==> config.mk <==
export PLATFORM = sky130hd
export DESIGN_NAME = conj_c_mult_pipe
export DESIGN_NICKNAME = d
export VERILOG_FILES = /design/src/rtl/conj_mult_pkg.sv /design/src/rtl/iq_delay_line.sv /design/src/rtl/conj_c_mult_pipe.sv
export SDC_FILE = /design/constraint.sdc
export NUM_CORES = 2
export LEC_CHECK = 0
export BUFFER_PORTS_ARGS = -buffer_cell sky130_fd_sc_hd__buf_4
export CAP_MARGIN = 25
export CORE_UTILIZATION = 27
export CTS_CLUSTER_DIAMETER = 50
export CTS_CLUSTER_SIZE = 28
export DETAILED_ROUTE_END_ITERATION = 6
export GPL_TIMING_DRIVEN = 0
export PLACE_DENSITY = 0.45
export SLEW_MARGIN = 20
export SYNTH_ARGS = -nofsm -noshare
export SYNTH_HDL_FRONTEND = slang
export SYNTH_HIERARCHICAL = 1
export SYNTH_SLANG_ARGS = --single-unit
==> constraint.sdc <==
create_clock -name clk -period 7.8 [get_ports clk]
set_clock_uncertainty 0.15 [all_clocks]
set_input_delay 1.56 -clock clk [delete_from_list [all_inputs] [get_ports clk]]
set_output_delay 1.56 -clock clk [all_outputs]
set_load 0.05 [all_outputs]
==> src/rtl/conj_mult_pkg.sv <==
// Shared constants and the round/saturate helper for the lag-D conjugate
// product pipeline.
package conj_mult_pkg;

  // Register stages from an accepted sample to valid_o
  localparam int unsigned PIPE_LAT = 3;
  // Widest supported sample / output width
  localparam int unsigned MAX_W    = 64;
  // Working width: full-precision difference plus rounding headroom
  localparam int unsigned ACC_W    = 2 * MAX_W + 2;

  // Round half up by 2^(shift-1), arithmetic shift right, clamp to out_w signed
  function automatic logic signed [MAX_W-1:0] round_sat(
    input logic signed [ACC_W-1:0] val,
    input int unsigned             shift,
    input int unsigned             out_w
  );
    logic signed [ACC_W-1:0] acc;
    logic signed [ACC_W-1:0] hi;
    logic signed [ACC_W-1:0] lo;
    acc = val;
    if (shift > 0) begin
      acc = acc + $signed(ACC_W'(1) << (shift - 1));
    end
    acc = acc >>> shift;
    hi  = $signed((ACC_W'(1) << (out_w - 1)) - ACC_W'(1));
    lo  = ~hi;
    if (acc > hi) begin
      return MAX_W'(hi);
    end else if (acc < lo) begin
      return MAX_W'(lo);
    end
    return MAX_W'(acc);
  endfunction

endpackage

==> src/rtl/iq_delay_line.sv <==
// Circular I/Q history of depth LAG. Read port shows the sample written LAG
// advances ago; storage is not reset since warm-up masks stale content.
module iq_delay_line #(
  parameter int unsigned WIDTH = 16,
  parameter int unsigned LAG   = 1
) (
  input  logic                    clk,
  input  logic                    rst,
  input  logic                    adv_i,
  input  logic signed [WIDTH-1:0] real_i,
  input  logic signed [WIDTH-1:0] imag_i,
  output logic signed [WIDTH-1:0] real_o,
  output logic signed [WIDTH-1:0] imag_o
);

  localparam int unsigned PTR_W = (LAG > 1) ? $clog2(LAG) : 1;
  localparam logic [PTR_W-1:0] PTR_LAST = PTR_W'(LAG - 1);

  logic signed [WIDTH-1:0] mem_real_q [LAG];
  logic signed [WIDTH-1:0] mem_imag_q [LAG];
  logic [PTR_W-1:0]        ptr_d;
  logic [PTR_W-1:0]        ptr_q;

  // Oldest entry sits at the write pointer (read-before-write)
  assign real_o = mem_real_q[ptr_q];
  assign imag_o = mem_imag_q[ptr_q];

  // Pointer advances only on accepted samples and wraps LAG-1 -> 0
  always_comb begin
    ptr_d = ptr_q;
    if (adv_i) begin
      ptr_d = (ptr_q == PTR_LAST) ? '0 : ptr_q + PTR_W'(1);
    end
  end

  // Pointer register
  always_ff @(posedge clk or negedge rst) begin
    if (!rst) begin
      ptr_q <= '0;
    end else begin
      ptr_q <= ptr_d;
    end
  end

  // History storage, overwritten in place on each accepted sample
  always_ff @(posedge clk) begin
    if (adv_i) begin
      mem_real_q[ptr_q] <= real_i;
      mem_imag_q[ptr_q] <= imag_i;
    end
  end

endmodule

==> src/rtl/conj_c_mult_pipe.sv <==
// Three-stage x[n]*conj(x[n-LAG]) pipeline producing the scaled imaginary
// part. Define CONJ_MULT_REAL_OUT_EN to also produce the real part on real_o.
module conj_c_mult_pipe
  import conj_mult_pkg::*;
#(
  parameter int unsigned WIDTH     = 16,
  parameter int unsigned OUT_WIDTH = 16,
  parameter int unsigned LAG       = 1,
  parameter int unsigned SHIFT     = 15
) (
  input  logic                        clk,
  input  logic                        rst,
  input  logic                        clear_i,
  input  logic                        valid_i,
  input  logic signed [WIDTH-1:0]     real_i,
  input  logic signed [WIDTH-1:0]     imag_i,
  output logic                        valid_o,
`ifdef CONJ_MULT_REAL_OUT_EN
  output logic signed [OUT_WIDTH-1:0] real_o,
`endif
  output logic signed [OUT_WIDTH-1:0] demod_o
);

  localparam int unsigned PW    = 2 * WIDTH;
  localparam int unsigned DW    = 2 * WIDTH + 1;
  localparam int unsigned CNT_W = $clog2(LAG + 1);

  logic                    accept_c;
  logic signed [WIDTH-1:0] del_real;
  logic signed [WIDTH-1:0] del_imag;

  logic [CNT_W-1:0]        warm_d, warm_q;
  logic                    s1_vld_d, s1_vld_q;
  logic signed [WIDTH-1:0] s1_real_d, s1_real_q, s1_imag_d, s1_imag_q;
  logic signed [WIDTH-1:0] s1_dreal_d, s1_dreal_q, s1_dimag_d, s1_dimag_q;
  logic                    s2_vld_d, s2_vld_q;
  logic signed [PW-1:0]    p_qi_d, p_qi_q, p_iq_d, p_iq_q;
  logic                    valid_o_d, valid_o_q;
  logic signed [OUT_WIDTH-1:0] demod_d, demod_q;
`ifdef CONJ_MULT_REAL_OUT_EN
  logic signed [PW-1:0]    p_ii_d, p_ii_q, p_qq_d, p_qq_q;
  logic signed [OUT_WIDTH-1:0] real_d, real_q;
`endif

  // Clear wins over a simultaneous sample, which is then dropped entirely
  assign accept_c = valid_i & ~clear_i;

  iq_delay_line #(
    .WIDTH (WIDTH),
    .LAG   (LAG)
  ) u_delay (
    .clk    (clk),
    .rst    (rst),
    .adv_i  (accept_c),
    .real_i (real_i),
    .imag_i (imag_i),
    .real_o (del_real),
    .imag_o (del_imag)
  );

  // Warm-up count, stage capture, products and rounded/saturated result
  always_comb begin
    warm_d     = warm_q;
    s1_vld_d   = 1'b0;
    s1_real_d  = s1_real_q;
    s1_imag_d  = s1_imag_q;
    s1_dreal_d = s1_dreal_q;
    s1_dimag_d = s1_dimag_q;
    s2_vld_d   = 1'b0;
    p_qi_d     = p_qi_q;
    p_iq_d     = p_iq_q;
    valid_o_d  = 1'b0;
    demod_d    = demod_q;
`ifdef CONJ_MULT_REAL_OUT_EN
    p_ii_d     = p_ii_q;
    p_qq_d     = p_qq_q;
    real_d     = real_q;
`endif

    if (clear_i) begin
      warm_d = '0;
    end else if (accept_c && (warm_q != CNT_W'(LAG))) begin
      warm_d = warm_q + CNT_W'(1);
    end

    if (accept_c) begin
      s1_real_d  = real_i;
      s1_imag_d  = imag_i;
      s1_dreal_d = del_real;
      s1_dimag_d = del_imag;
      s1_vld_d   = (warm_q == CNT_W'(LAG));
    end

    if (s1_vld_q) begin
      p_qi_d   = PW'(s1_imag_q) * PW'(s1_dreal_q);
      p_iq_d   = PW'(s1_real_q) * PW'(s1_dimag_q);
`ifdef CONJ_MULT_REAL_OUT_EN
      p_ii_d   = PW'(s1_real_q) * PW'(s1_dreal_q);
      p_qq_d   = PW'(s1_imag_q) * PW'(s1_dimag_q);
`endif
      s2_vld_d = ~clear_i;
    end

    if (s2_vld_q && !clear_i) begin
      valid_o_d = 1'b1;
      demod_d   = OUT_WIDTH'(round_sat(ACC_W'(DW'(p_qi_q) - DW'(p_iq_q)), SHIFT, OUT_WIDTH));
`ifdef CONJ_MULT_REAL_OUT_EN
      real_d    = OUT_WIDTH'(round_sat(ACC_W'(DW'(p_ii_q) + DW'(p_qq_q)), SHIFT, OUT_WIDTH));
`endif
    end
  end

  // Pipeline registers
  always_ff @(posedge clk or negedge rst) begin
    if (!rst) begin
      warm_q     <= '0;
      s1_vld_q   <= 1'b0;
      s1_real_q  <= '0;
      s1_imag_q  <= '0;
      s1_dreal_q <= '0;
      s1_dimag_q <= '0;
      s2_vld_q   <= 1'b0;
      p_qi_q     <= '0;
      p_iq_q     <= '0;
      valid_o_q  <= 1'b0;
      demod_q    <= '0;
`ifdef CONJ_MULT_REAL_OUT_EN
      p_ii_q     <= '0;
      p_qq_q     <= '0;
      real_q     <= '0;
`endif
    end else begin
      warm_q     <= warm_d;
      s1_vld_q   <= s1_vld_d;
      s1_real_q  <= s1_real_d;
      s1_imag_q  <= s1_imag_d;
      s1_dreal_q <= s1_dreal_d;
      s1_dimag_q <= s1_dimag_d;
      s2_vld_q   <= s2_vld_d;
      p_qi_q     <= p_qi_d;
      p_iq_q     <= p_iq_d;
      valid_o_q  <= valid_o_d;
      demod_q    <= demod_d;
`ifdef CONJ_MULT_REAL_OUT_EN
      p_ii_q     <= p_ii_d;
      p_qq_q     <= p_qq_d;
      real_q     <= real_d;
`endif
    end
  end

  assign valid_o = valid_o_q;
  assign demod_o = demod_q;
`ifdef CONJ_MULT_REAL_OUT_EN
  assign real_o  = real_q;
`endif

endmodule
==> metrics.md <==
| Metric | Value |
|---|---|
| Post-Syn Area | `0.0279 mm2` |
| Final wirelength | `80.4 mm` |
| Vias in the first global route | `20,200` |
| Post-route ant nets | `0` |
| CTS Buf Count | `17` |
| Register bit total from synthesis | `180` |
| Reg-to-reg endpoint | `p_qi_q[31]` |
| Drt first pass iters | `5` |
| Rel. slew slack | `37.0%` |
| DP HPWL | `around 68 mm` |
| CTS sink cnt | `180` |
| Setup crit end kind | `flop` |
| Starting Density | `27.3%` |
| Max clock buf depth | `2` |
| CP delay by family, top | `adder cells` |
| Initial antenna violation count | `3` |
| # rows | `117` |
| Top cells by area, synth | `fa_1 (38%), dfrtp_1 (13%), ha_1 (10%)` |
| DRC | `0` |
| Crit path cell chain | `clkbuf_1 > nor2_1 > fa_1 > fa_1 > fa_1 > fa_1 > fa_1 > inv_1 > fa_1 > inv_1 > ha_1 > nand3_1 > nor2_1 > nand4_1 > a21oi_4 > a221o_1 > a211oi_2 > o41a_1 > xor2_4 > mux2i_1` |
| DP Worst Slack | `-1.00 ns` |
| Critical path type | `reg -> reg` |
| 1st-iter DRT viols | `955` |
| Flop2flop setup slack | `0.17 ns` |
| Die area | `between 0.1 and 0.15 mm2` |
| Wire length of the first global-routing pass | `126 mm` |
| Worst-path clk slew | `0.08 ns` |
| Root Driver | `clkbuf_16` |
| Crit Reg-Reg Startpoint | `s1_imag_q[2]` |
| Hold path depth | `2` |
| Die Wd | `323 um` |
| Data required time of the worst path | `7.95 ns` |
| Hold Startpoint | `u_delay/mem_imag_q[0][15]` |
| Top Registers | `p_iq_q x32, p_qi_q x32` |
| Slowest stage cell on the critical path | `clkbuf_1` |
| YS warnings | `6` |
| Most common cell in the synthesized netlist | `inv_1` |
| Worst-path maximum fanout | `10` |
| Syn_nets | `3,636` |
| Share of cells above drive strength 1 | `8.83%` |
| Seq/Total Area, Yosys | `16.7%` |
| Async set or reset register ratio after synthesis | `82.2%` |
| Achievable frequency | `131 MHz` |
| Syn Inst Count | `~2,900` |
| Status | `finished, final reports clean` |
| Final Hold Fails | `0` |
| Setup Viol. Count Final | `0` |
| Routed wire per std cell | `18.7 um` |
| Unrepaired setup endpoints after global routing | `true` |
| Via count | `18,700` |
| Main synth FF type | `dfrtp_1` |
| GP Congestion | `0.861` |
| Final period utilization | `97.8%` |
| Final Max Slew Viols | `0` |
| H-tree depth | `4` |
| Final #Nets | `3,707` |
| Worst-Margin Slew | `0.945 ns` |
| I/O pins | `53` |
| FF-to-FF path depth | `20` |
| Largest net degree at the start of global routing | `89` |
| FILL cells | `between 10,000 and 15,000` |
| Via/cell ratio | `between 4 and 5` |
| Fin util | `30.2%` |
| P&R area growth vs syn | `10.5%` |
| Post-synth top area cell | `fa_1` |
| Worst Setup SP | `s1_imag_q[2]` |
| Clk_lat worst skew | `0.46 ns` |
| Avg Cell Area, Syn | `9.79 um2` |
| Hold endpoint | `s1_dimag_q[15]` |
| Startpoint Class | `flop` |
| Die height | `323 um` |
| Most frequent CP cell | `fa_1` |
| Gr ovfl total | `0` |
| Max Cap Viol | `0` |
| I/O Buffers | `52` |
| Crit-path max cell delay | `0.62 ns` |
| Total negative slack | `0 ns` |
| WP buf/inv | `3` |
| Gr usage total | `~16%` |
| Setup WS post-layout | `~0.17 ns` |
| Arrival @ worst endpoint | `7.78 ns` |
| Distinct cells, synth | `63` |
| EDFF count, synth | `32` |
| Top cells by count, synth | `inv_1 (693), fa_1 (524), nand2_1 (275), and2_1 (259), ha_1 (226)` |
| TritonCTS clock tree | `yes` |
| Core area | `0.102 mm2` |
| Top cell type's share of synthesized area | `between 30% and 40%` |
| Tmin final | `7.63 ns` |
| Worst hold path class | `reg -> reg` |
-- worst register-to-register path: cells and delay by family, from the launching register on --
kind,cells,cell delay (ns)
AO/OA/AOI/OAI,4,1.26
XOR/XNOR,1,0.37
adder cells (fa/ha/maj),7,3.68
buffers and inverters,3,0.75
flip-flops,1,0.51
multiplexers,1,0.14
AND/OR/NAND/NOR,4,0.60
-- timing repair --
action / CTS / global route
gates resized for setup: 55 / 25
cloned: 0 / 0
pin swaps: 0 / 1
endpoints found under the setup margin: 8 / 7
hold buffers: 0 / 0
setup buffers: 0 / 1
hold endpoints to repair: 0 / 0
-- per-layer routing --
| metal | GRT usage, % | vias to the layer above | wire length [um] |
|---|---|---|---|
| li1 | - | 8777 | - |
| met5 | 0 | - | 0 |
| met1 | 24.4 | 9557 | 41200 |
| met2 | 25.3 | 297 | 35900 |
| met4 | 1.76 | 0 | 521 |
| met3 | 1.57 | 30 | 2700 |
-- placed cells by master (no fill, tap or decap), drive strengths merged, types with 82 or more instances in the layout --
| cell | instances |
|---|---|
| mux2 | 85 |
| inv | 699 |
| clkbuf | 95 |
| fa | 524 |
| and2 | 259 |
| nand2 | 275 |
| a21oi | 82 |
| ha | 226 |
| dfrtp | 148 |
| nor2 | 82 |
-- cells by family (layout without fill, tap and decap cells) --
family	after synthesis	in the layout	synth area share [%]
fa+ha+maj	750	750	47.8
compound gates	271	271	6.35
xor+xnor	84	84	2.64
other cells	0	1	0
simple gates	688	688	12.2
buf+inv	783	867	10.6
flops	180	180	16.7
mux	94	94	3.76
-- worst max-delay path by stage --
stage	endpoint	slack (ns)	cells after the start
2_1_floorplan	p_iq_q[31]	1.14	24
6_report	p_qi_q[31]	0.17	20
3_3_place_gp	p_qi_q[31]	-0.97	22
4_1_cts	p_qi_q[31]	0.04	21
3_5_place_dp	p_qi_q[31]	-1.00	22
5_1_grt	p_qi_q[31]	-0.13	20
-- per-stage QoR --
step           hold slack [ns]  cells  instance area, um2
2_1_floorplan            0.276   2850               27900
3_3_place_gp             0.304   4270               30000
3_5_place_dp             0.301   4272               30100
4_1_cts                  0.318   4301               30700
5_1_grt                  0.346   4302               30800
6_report                 0.306   4303               30800
-- layout make-up --
cell class	count	area (um2)	share of cell area, %
Buffer	87	399	1.30
Antenna cell	1	2.50	0.00812
Sequential cell	180	4670	15.2
Clock buffer	19	454	1.47
Tap cell	1368	1710	5.55
Inverter	693	2600	8.44
Timing Repair Buffer	55	460	1.49
Multi-Input combinational cell	1887	20400	66.1
Clock inverter	13	135	0.438
Power is left out: the tool's default activity adds up to more than one toggle a clock period on the data nets, which glitch-free logic cannot reach.
